**src/rtl/params_check.sv**
```systemverilog
// Runtime checker for the parameter-passing fake: lets the observed instance settle,
// samples its six status fields over a stability window, then reports PASS/FAIL and blinks an LED.
module params_check #(
  parameter int unsigned SETTLE     = 4,
  parameter int unsigned STABLE     = 16,
  parameter int unsigned EXP_INT    = 255,
  parameter logic [7:0]  EXP_VEC    = 8'hFF,
  parameter int unsigned BLINK_PASS = 24,
  parameter int unsigned BLINK_FAIL = 20
) (
  input  logic       clk_i,
  input  logic       rst_ni,
  input  logic       boo_i,
  input  logic [7:0] int_i,
  input  logic       log_i,
  input  logic [7:0] vec_i,
  input  logic       str_i,
  input  logic       rea_i,
  input  logic       restart_i,
  output logic       done_o,
  output logic       pass_o,
  output logic [5:0] fail_mask_o,
  output logic       led_o
);

  localparam int unsigned PHASE_MAX = (SETTLE > STABLE) ? SETTLE : STABLE;
  localparam int unsigned CW        = $clog2(PHASE_MAX + 1);

  typedef enum logic [1:0] {
    ST_SETTLE,
    ST_CHECK,
    ST_PASS,
    ST_FAIL
  } state_t;

  state_t                state_q, state_d;
  logic [CW-1:0]         phase_q, phase_d;
  logic [5:0]            mask_q, mask_d;
  logic [5:0]            mism;
  logic [BLINK_PASS-1:0] blink_q, blink_d;
  logic                  led_d;

  // Bit order matches fail_mask_o: [0]boo [1]int [2]log [3]vec [4]str [5]rea
  assign mism = {rea_i != 1'b1,
                 str_i != 1'b1,
                 vec_i != EXP_VEC,
                 log_i != 1'b1,
                 int_i != 8'(EXP_INT),
                 boo_i != 1'b1};

  always_comb begin
    state_d = state_q;
    phase_d = phase_q;
    mask_d  = mask_q;
    blink_d = blink_q + BLINK_PASS'(1);
    if (restart_i) begin
      state_d = ST_SETTLE;
      phase_d = '0;
      mask_d  = '0;
    end else begin
      case (state_q)
        ST_SETTLE: begin
          if (phase_q == CW'(SETTLE - 1)) begin
            state_d = ST_CHECK;
            phase_d = '0;
          end else begin
            phase_d = phase_q + CW'(1);
          end
        end
        ST_CHECK: begin
          mask_d = mask_q | mism;
          // Verdict uses the updated mask so the final sample counts.
          if (phase_q == CW'(STABLE - 1)) begin
            state_d = (mask_d == '0) ? ST_PASS : ST_FAIL;
            phase_d = '0;
          end else begin
            phase_d = phase_q + CW'(1);
          end
        end
        default: ;
      endcase
    end
  end

  always_comb begin
    led_d = 1'b0;
    case (state_d)
      ST_PASS: led_d = blink_d[BLINK_PASS-1];
      ST_FAIL: led_d = blink_d[BLINK_FAIL-1];
      default: led_d = 1'b0;
    endcase
  end

  always_ff @(posedge clk_i or negedge rst_ni) begin
    if (!rst_ni) begin
      state_q <= ST_SETTLE;
      phase_q <= '0;
      mask_q  <= '0;
      blink_q <= '0;
      done_o  <= 1'b0;
      pass_o  <= 1'b0;
      led_o   <= 1'b0;
    end else begin
      state_q <= state_d;
      phase_q <= phase_d;
      mask_q  <= mask_d;
      blink_q <= blink_d;
      done_o  <= (state_d == ST_PASS) || (state_d == ST_FAIL);
      pass_o  <= (state_d == ST_PASS);
      led_o   <= led_d;
    end
  end

  assign fail_mask_o = mask_q;

endmodule

```
**config.mk**
```make
export PLATFORM = sky130hd
export DESIGN_NAME = params_check
export DESIGN_NICKNAME = d
export VERILOG_FILES = /design/src/rtl/params_check.sv
export SDC_FILE = /design/constraint.sdc
export NUM_CORES = 1
export LEC_CHECK = 0
export ABC_AREA = 1
export CAP_MARGIN = 20
export CELL_PAD_IN_SITES_DETAIL_PLACEMENT = 1
export CELL_PAD_IN_SITES_GLOBAL_PLACEMENT = 2
export CORE_MARGIN = 5
export CORE_UTILIZATION = 30
export CTS_BUF_LIST = sky130_fd_sc_hd__clkbuf_8
export CTS_CLUSTER_SIZE = 12
export DETAILED_ROUTE_END_ITERATION = 12
export PLACE_DENSITY = 0.83
export SETUP_SLACK_MARGIN = 0.15
export SLEW_MARGIN = 30
export SYNTH_ARGS = -nofsm -noshare
export SYNTH_HDL_FRONTEND = slang
export SYNTH_SLANG_ARGS = --single-unit
```
**constraint.sdc**
```tcl
create_clock -name clk_i -period 2.28 [get_ports clk_i]
set_clock_uncertainty 0.15 [all_clocks]
set_input_delay 0.228 -clock clk_i [delete_from_list [all_inputs] [get_ports clk_i]]
set_output_delay 0.228 -clock clk_i [all_outputs]
set_load 0.03 [all_outputs]
```
== Yosys cells after proc, flatten, opt, wreduce, memory -nomap -nowiden ==
Cells that the tools add are included.
Storage, ports and cells
  output and inout port bits: 9
  register bits: 40
Cells by class
  multiplexer cells: 12
  bitwise operators: 5
  reductions and logical operators: 5
  eq/ne operators: 7
  add/sub/neg operators: 2
Operator list (number)
  adder 24 x 1 -> 24 bit (second input constant): 1
  inequality test 8 bit (second input constant): 2
  2-to-1 mux 5 bit: 3
  2-to-1 mux 6 bit: 2
  one-hot mux 5 bit (2 select lines): 1
  logical NOT 6 bit: 1
  2-to-1 mux 2 bit: 3
  bitwise OR 6 bit: 1
  adder 5 x 1 -> 5 bit (second input constant): 1
  == test 5 x 2 -> 1 bit (second input constant): 1
  == test 5 x 4 -> 1 bit (second input constant): 1
  == test 2 bit (second input constant): 2
  NOT 1 bit: 4
  one-hot mux 2 bit (2 select lines): 1
  nonzero test 3 bit: 1
  == test 2 x 1 -> 1 bit (second input constant): 1
  logical NOT 2 bit: 1
  one-hot mux 1 bit (2 select lines): 1
  nonzero test 2 bit: 1
  logical OR 1 bit: 1
  2-to-1 mux 1 bit: 1

== Longest topological paths before layout ==
  depth after elaboration: 9
  mapped depth: 13
  gate-level depth less buffers: 13

== Worst setup path before layout ==
No wires, ideal clock.
  path type: reg2reg
  from: register phase_q[0]
  to: register led_o
  cell stages (with the launch flop): 13
  slack: 621 ps
  data arrival time: 1444 ps
  period minus slack after synthesis: 1659 ps
  library setup time: 65 ps
  path through: dfrtp_1 -> ha_1 -> nand2_1 -> nor2_1 -> ha_1 -> inv_1 -> nor2_1 -> nand2_1 -> nor2_1 -> nand2_1 -> a21oi_1 -> nand2_1 -> nand2_1
Between the ends
  longest elaborated chain between the ends: 6
Ends and longest elaborated chain
  start, declared: RTL line 37  | logic [CW-1:0] phase_q, phase_d;
  start signal, assigned: RTL line 105  | phase_q <= phase_d;
  == test 5 x 4 -> 1 bit or == test 5 x 2 -> 1 bit (tied branches): RTL line 73, 63
  2-to-1 mux 2 bit (on tied branches): RTL line 73, 63
  one-hot mux 2 bit (2 select lines) (*): RTL line 61  | case (state_q)
  2-to-1 mux 2 bit (*): RTL line 56  | if (restart_i) begin
  == test 2 bit: RTL line 87  | case (state_d)
  one-hot mux 1 bit (2 select lines) (*): RTL line 87
  named net led_d: RTL line 41  | logic led_d;
  end signal, assigned: RTL line 110  | led_o <= led_d;
  end, declared: RTL line 23  | output logic led_o
The timed path passes the listed nets; every way through them passes the cells marked *.
A chain may end at the register's enable or synchronous reset.

== Worst setup path after layout ==
Same ends and word-level chain as after synthesis.

==> metrics <==
Avg Inst Size Synth=8.49 um^2; Rel. slew slack=between 70% and 80%; Die H=92.9 um; critical path class=register to register; vias in the first global route=1727; final setup TNS=0 ns; hpwl dp=3920 um; Ys Warns=0; antenna diode count=0; crit end category=register; Buf+Inv Stages, Crit Path=1; clock buffer count from CTS=5; r2r setup slk=0.43 ns; total power=between 1500 and 2000 uW; data arrival time of the critical path=1.93 ns; CTS Root Cell=clkbuf_8; Tightest Pin Transition=0.434 ns; Total Wirelength=roughly 4900 um; CTS resizes=0; CTS tree=yes; row count=30; M1 WL=2470 um; Crit-path slowest cell=dfrtp_1; Max clock buf depth=2; antenna violations before repair=0; Layout area overhead=25.3%; Initial Util=30.5%; full die area=8640 um^2; fin. max-slew vios=0; leakage power=0.00117 uW; synthesized net count=270; outcome=complete, no violations; GRT Overall Usage=12.3%; RR Startpoint=phase_q[0]; WL per Instance=13.3 um; Ports=32; H-tree lvl count=2; Antenna Nets Post-Route=0; top cell type's share of synthesized area=48.5%; Fmax=540 MHz; floorplan core area=~6800 um^2; fin crit share=81.2%; postcts setup bufs=0; gp weighted congestion=0.734; Die X=92.9 um; Setup-failing EPs final=0; area leader, netlist=dfrtp_1; top cells by area, synth=dfrtp_1, nand2_1, nor2_1; post-synthesis cell type count=22; sequential-to-total area share from yosys stat=48.5%; cell area after synthesis=2060 um^2; via-per-instance ratio=4.55; CP Max Fanout=4; fraction of layout instances using a drive strength above 1=11.9%; Hold WC Path Type=primary input to asynchronous set/reset pin; highest metal used=met4; Pwr Density=614 nW/um^2; Worst Path Required=~2.4 ns; post-synthesis cell count=243; DRC violations left=0; Tmin final=between 1.5 and 2 ns; wire length on met2=2210 um; worst hold slack=0.268 ns; most frequent CP cell=nand2_1; Overflow after GRT=0; Port Buffers=31; first-pass GRT wire length=between 8000 and 9000 um; vias=1662; r2r worst-path depth=12; DR WL met3=approximately 180 um; Final Util=38.3%; FF+latch count, synth=40; largest net degree at the start of global routing=18; Clk Latency, worst-skew pair=0.29 ns; number of stages on the worst setup path=12; Detailed Routing Iterations Pass 1=4; dpl cells=356; worst-path cell chain=ha_1 -> nand2_1 -> nor2_1 -> ha_1 -> inv_1 -> nor2_1 -> nand2_1 -> nor2_1 -> nand2_1 -> a21oi_1 -> nand2_1 -> nand2_1; Nets=311; Reg clk slew, reported paths=0.08 ns; CTS sink cnt=40; maximum capacitance violations=0; VDD IR-drop max=0.249 mV; DR iter-0 viols=35; Setup crit start kind=register; Top delay family on crit path=simple AND/OR/NAND/NOR gates; non-filler instance count after layout=roughly 370; cts hold-fix bufs=1; Final Hold Fails=0; r2r endpoint=led_o; max incr delay on CP=approximately 0.4 ns; RSZ-0062 raised after global routing=false
==> metrics by stage <==
step                      instance area (um^2)  setup WS [ns]
after floorplan                           2060          0.621
after global placement                    2480          0.508
after detailed placement                  2480          0.439
after CTS                                 2590          0.430
after global routing                      2590          0.196
final                                     2590          0.429
==> worst reg2reg max path, stage by stage (launching register included) <==
cell and delay, ns:
dfrtp_1 0.39, ha_1 0.20, nand2_1 0.08, nor2_1 0.13
ha_1 0.18, inv_1 0.04, nor2_1 0.09, nand2_1 0.06
nor2_1 0.10, nand2_1 0.07, a21oi_1 0.17, nand2_1 0.07
nand2_1 0.06
==> cells by family after synthesis <==
family / Yosys count / synth area share [%]
buf+inv: 28 / 5.09
xor+xnor: 20 / 8.49
flops: 40 / 48.5
fa+ha+maj: 4 / 2.43
compound gates: 15 / 4.61
simple gates: 136 / 30.9
==> per-layer routing <==
layer	vias to the layer above	GRT usage [%]
met5	-	0
met3	2	3.25
li1	841	-
met4	0	2.20
met1	800	17.1
met2	19	19.3
==> cell usage in the layout, fill, tap and decap left out, drive strengths merged <==
master and instances:
nand2 68, nor2 44, dfrtp 40, clkdlybuf4s50 30, inv 28, xor2 13
nand3 11, xnor2 7, a21oi 6, clkbuf 6, nor3 6, nand4 5
o21a 5, ha 4, buf 3, nand3b 2, o21ai 2, clkinv 2
o2111ai 1, a22o 1, dlygate4sd3 1
==> registers in the layout (all words and copies together) (netlist names) <==
signal,cells
state_q,2
led_o,1
blink_q,24
pass_o,1
fail_mask_o,6
phase_q,5
done_o,1
==> cells in the mapped netlist <==
cell and count:
nor3_1 1, dfrtp_1 40, o2111ai_1 1, nor2_1 36, nor2_2 5, nand3b_1 2
xnor2_1 7, nor3_2 5, nor2_4 3, o21ai_0 2, nand2_1 60, a21oi_1 6
nand3_2 1, inv_1 27, nand2_2 8, nand4_1 5, xor2_1 13, o21a_1 5
ha_1 4, inv_2 1, a22o_1 1, nand3_1 10
==> worst max-delay path by stage <==
| stage | start | endpoint |
|---|---|---|
| after floorplan | phase_q[0] | led_o |
| after global placement | phase_q[0] | led_o |
| after detailed placement | phase_q[0] | led_o |
| after CTS | phase_q[0] | led_o |
| after global routing | phase_q[0] | led_o |
| final | phase_q[0] | led_o |
==> where the power goes <==
| group | internal [uW] | switching (uW) |
|---|---|---|
| clock network | 242 | 244 |
| logic | 137 | 168 |
| registers | 759 | 38.5 |
==> layout make-up <==
class                      instances  area (um^2)
fill                             824         4170
clock buffer                       6         82.6
sequential                        40         1000
clock inverter                     2         10.0
inverter                          28          105
timing repair buffer              34          330
tap                               80          100
multi-input combinational        175          957
Power figures use the tool's default switching activity.
